File: src/rtl/switch_debounce4_pkg.sv
// Shared constants for the four-switch debounce stage: channel count, default
// debounce window and the counter width derived from it.
package switch_debounce4_pkg;

  localparam int unsigned NUM_CH              = 4;
  localparam int unsigned DEBOUNCE_CYCLES_DEF = 16;

  // Smallest counter width with 2**w > n.
  function automatic int unsigned cnt_w_for(input int unsigned n);
    return $clog2(n + 1);
  endfunction

  localparam int unsigned CNT_W_DEF = cnt_w_for(DEBOUNCE_CYCLES_DEF);

  typedef logic [NUM_CH-1:0] sw_vec_t;

endpackage

File: src/rtl/switch_debounce4_channel.sv
// One switch channel: two-flop synchronizer, persistence counter, debounced
// level and registered one-cycle rise/fall pulses.
module debounce_channel
  import switch_debounce4_pkg::*;
#(
  parameter int unsigned DEBOUNCE_CYCLES = DEBOUNCE_CYCLES_DEF,
  parameter int unsigned CNT_W           = CNT_W_DEF
) (
  input  logic clk,
  input  logic rst_n,
  input  logic sample_en,
  input  logic raw,
  output logic stable,
  output logic rise,
  output logic fall
);

  localparam logic [CNT_W-1:0] CNT_LAST = CNT_W'(DEBOUNCE_CYCLES - 1);

  logic             s1;
  logic             s2;
  logic [CNT_W-1:0] cnt;

  // Synchronizer runs every clock; counter and stable level advance only on strobes.
  always_ff @(posedge clk or negedge rst_n) begin
    if (!rst_n) begin
      s1     <= 1'b0;
      s2     <= 1'b0;
      cnt    <= '0;
      stable <= 1'b0;
      rise   <= 1'b0;
      fall   <= 1'b0;
    end else begin
      s1   <= raw;
      s2   <= s1;
      rise <= 1'b0;
      fall <= 1'b0;
      if (sample_en) begin
        if (s2 == stable) begin
          cnt <= '0;
        end else if (cnt < CNT_LAST) begin
          cnt <= cnt + CNT_W'(1);
        end else begin
          // Level persisted for the full window: accept it and pulse the edge.
          stable <= s2;
          cnt    <= '0;
          rise   <= s2;
          fall   <= ~s2;
        end
      end
    end
  end

endmodule

File: src/rtl/switch_debounce4.sv
// Four independent debounced switch channels {A,B,C,D}; feeds logic_func2.inputs
// and flags any accepted level change.
module switch_debounce4
  import switch_debounce4_pkg::*;
#(
  parameter int unsigned DEBOUNCE_CYCLES = DEBOUNCE_CYCLES_DEF,
  parameter int unsigned CNT_W           = CNT_W_DEF
) (
  input  logic              clk,
  input  logic              rst_n,
  input  logic              sample_en,
  input  logic [NUM_CH-1:0] sw_raw,
  output logic [NUM_CH-1:0] sw_stable,
  output logic [NUM_CH-1:0] sw_rise,
  output logic [NUM_CH-1:0] sw_fall,
  output logic              any_change
);

  for (genvar i = 0; i < NUM_CH; i++) begin : g_ch
    debounce_channel #(
      .DEBOUNCE_CYCLES (DEBOUNCE_CYCLES),
      .CNT_W           (CNT_W)
    ) u_ch (
      .clk       (clk),
      .rst_n     (rst_n),
      .sample_en (sample_en),
      .raw       (sw_raw[i]),
      .stable    (sw_stable[i]),
      .rise      (sw_rise[i]),
      .fall      (sw_fall[i])
    );
  end

  // OR of registered pulses, so it is high on exactly the pulse cycle.
  assign any_change = |(sw_rise | sw_fall);

endmodule

File: config.mk
export PLATFORM = sky130hd
export DESIGN_NAME = switch_debounce4
export DESIGN_NICKNAME = d
export VERILOG_FILES = /design/src/rtl/switch_debounce4_pkg.sv /design/src/rtl/switch_debounce4_channel.sv /design/src/rtl/switch_debounce4.sv
export SDC_FILE = /design/constraint.sdc
export NUM_CORES = 1
export LEC_CHECK = 0
export CAP_MARGIN = 5
export CORE_MARGIN = 2
export CORE_UTILIZATION = 40
export DETAILED_ROUTE_END_ITERATION = 10
export GPL_TIMING_DRIVEN = 1
export HOLD_SLACK_MARGIN = 0.1
export PLACE_DENSITY_LB_ADDON = 0.05
export SETUP_SLACK_MARGIN = 0.15
export SYNTH_ARGS = -nofsm -noshare
export SYNTH_HDL_FRONTEND = slang
export SYNTH_SLANG_ARGS = --single-unit
File: constraint.sdc
create_clock -name clk -period 2.34 [get_ports clk]
set_input_delay 0.702 -clock clk [delete_from_list [all_inputs] [get_ports clk]]
set_output_delay 0.702 -clock clk [all_outputs]
set_load 0.05 [all_outputs]
==> run metrics <==
status completed; sequential area share after synthesis 53.7%; Die Y 72.2 um; Setup crit start kind flip-flop; Leakage 1.03 nW; Pins Over Slew Limit 0; Least-Margin Pin Slew 0.510 ns; Buf/Inv on CP 1; largest net degree at the start of global routing 41; H-tree depth 2; Setup WS pre-CTS 0.256 ns; Starting DRT DRC Count 45; Port Buffer Count 19; # setup viols final 0; WL final 3.16 mm; RSZ-0062 raised after global routing no; Cells after Synth 155; critical path class reg2out; setup TNS 0 ns; post-synthesis async set-or-reset flop share 100%; Crit path largest cell delay 0.81 ns; achievable frequency 467 MHz; crit path time final 2.14 ns; initial core utilization 42.2%; initial antenna violation count 0; Seq cells post-synth 40; Worst Clk Skew 0.00449 ns; Congestion Overflow GR 0; top cells by count, synth 40 x dfrtp_1, 14 x buf_4, 13 x nand2_1; DP HPWL 2.22 mm; Max-Cap Viols 0; maximum clock path buffer count 2; Clock Latency Late Sink 0.28 ns; Top FF cell, synth dfrtp_1; Sink Count 40; critical-path cell list clkdlybuf4s50_1; Crit path arrival time 1.44 ns; via count 1191; Total GRT Usage 13.8%; Post-CTS Setup Inserts 0; Root Buffer clkbuf_8; Syn Std Cell Area 1860 sq um; PD cells 742 nW/um^2; hold crit path type reg2reg; Synth area leaders dfrtp_1 54%, buf_4 5.6%, mux2_2 4.8%; Synth top area share 53.7%; Crit-path slowest cell clkdlybuf4s50_1; Rows 24; Reg clk slew, reported paths 0.07 ns; drt pass-1 iters 4; WL per Instance 14.3 um; Max VDD drop 0.347 mV; io pins 20; final period utilization 91.6%; CTS hold repair buffers 0; global-route wire length before repair 5.55 mm; die width 72.2 um; number of global-route vias before repair 1262; GP Congestion 0.812; most common cell in the synthesized netlist dfrtp_1; DIE AREA 5220 sq um; post-route setup slack 0.197 ns; ant diodes 0; Nets 179; Warnings, synthesis 0; Yosys cell types 36; Largest delay share family, worst path buffers and inverters; Post-synth EDFFs 0; CP max FO 2; Final Hold Fails 0; Residual DRC 0; CTS tree done; core area 4410 sq um; crit end category output pin; Area growth, synth to finish 14.1%; post-route ant nets 0; Avg Inst Size Synth 12.0 sq um; clock buffer count from CTS 5; slew margin rel. 66.0%; Vias/cell 5.39; Worst EP required 1.64 ns; net count after synthesis 166; cell taking the most area after synthesis dfrtp_1; share of layout cells above drive strength 1 16.6%
==> final cells by class <==
type	instances	area, sq um
clock inverter	2	35.0
multi-input combinational	94	728
fill	403	2290
clock buffer	6	72.6
tap	52	65.1
inverter	5	18.8
sequential	40	1000
timing repair buffer	22	205
==> flip-flops by register name (all words and copies together), names as in the netlist <==
signal,flops
g_ch.u_ch.s1,4
g_ch.u_ch.cnt,20
g_ch.u_ch.stable,4
g_ch.u_ch.s2,4
g_ch.u_ch.rise,4
g_ch.u_ch.fall,4
==> stage by stage <==
stage / area, sq um / utilization (%) / power, mW / cells / hold WS [ns]
after floorplan: 1860 / - / 0.982 / 155 / 0.331
after global routing: 2130 / 48.2 / 1.66 / 221 / 0.365
after global placement: 2020 / 45.7 / 1.04 / 213 / 0.336
after detailed placement: 2020 / 45.7 / 1.05 / 213 / 0.336
after CTS: 2120 / 48.0 / 1.60 / 221 / 0.353
final: 2130 / 48.2 / 1.58 / 221 / 0.350
==> placed cells by master, fill, tap and decap left out, types with 2 or more instances in the layout <==
cell / instances
mux2i_1: 3
xnor2_1: 3
inv_1: 5
a41o_1: 2
dlygate4sd2_1: 4
nand4_1: 4
dlymetal6s2s_1: 2
dfrtp_1: 40
nand2_1: 13
nor4_1: 4
o32ai_2: 2
nand3b_1: 2
o21ai_2: 2
o41ai_1: 2
clkbuf_8: 5
ha_1: 4
clkdlybuf4s50_1: 11
mux2_2: 8
o2bb2ai_1: 8
buf_4: 4
nor3b_1: 8
o31ai_1: 2
a21o_1: 3
nor3_1: 4
nand3_1: 4
nor2b_1: 3
==> cells by family (layout without fill, tap and decap cells) <==
| logic type | after synthesis | after routing | synth area share, % |
|---|---|---|---|
| flip-flops | 40 | 40 | 53.7 |
| adder cells (fa/ha/maj) | 4 | 4 | 2.69 |
| AND/OR/NAND/NOR | 50 | 50 | 15.7 |
| AO/OA/AOI/OAI | 25 | 25 | 12.4 |
| multiplexers | 11 | 11 | 6.45 |
| XOR/XNOR | 4 | 4 | 1.88 |
| buffers and inverters | 21 | 35 | 7.19 |
==> what timing repair did <==
item | CTS | global route
endpoints found under the hold margin | 0 | 0
setup endpoints to repair | 4 | 2
resized for setup | 4 | 2
gates cloned | 0 | 0
==> routing by layer <==
metal | global-route usage [%] | up-vias | routed length, um
met3 | 4.17 | 4 | 105
li1 | - | 584 | -
met1 | 15.3 | 584 | 1420
met2 | 24.1 | 19 | 1580
met4 | 6.71 | 0 | 48
met5 | 0 | - | 0
==> report_power, final <==
group	internal [mW]	switching (mW)	total (mW)
registers	0.753	0.0749	0.828
clock network	0.316	0.231	0.547
logic	0.0992	0.104	0.203
==> final timing paths <==
kind	cells after the start	slack, ns	startpoint	endpoint
min reg2reg	0	0.35	g_ch[2].u_ch.s1	g_ch[2].u_ch.s2
max reg2reg	3	0.97	g_ch[2].u_ch.cnt[3]	g_ch[2].u_ch.stable
max	1	0.20	g_ch[1].u_ch.fall	sw_fall[1]
max in group asynchronous	2	1.53	rst_n	g_ch[0].u_ch.cnt[2]
min	0	0.35	g_ch[2].u_ch.s1	g_ch[2].u_ch.s2
min in group asynchronous	2	0.46	rst_n	g_ch[3].u_ch.cnt[3]
Note: power is estimated with default switching activity, not from simulation.
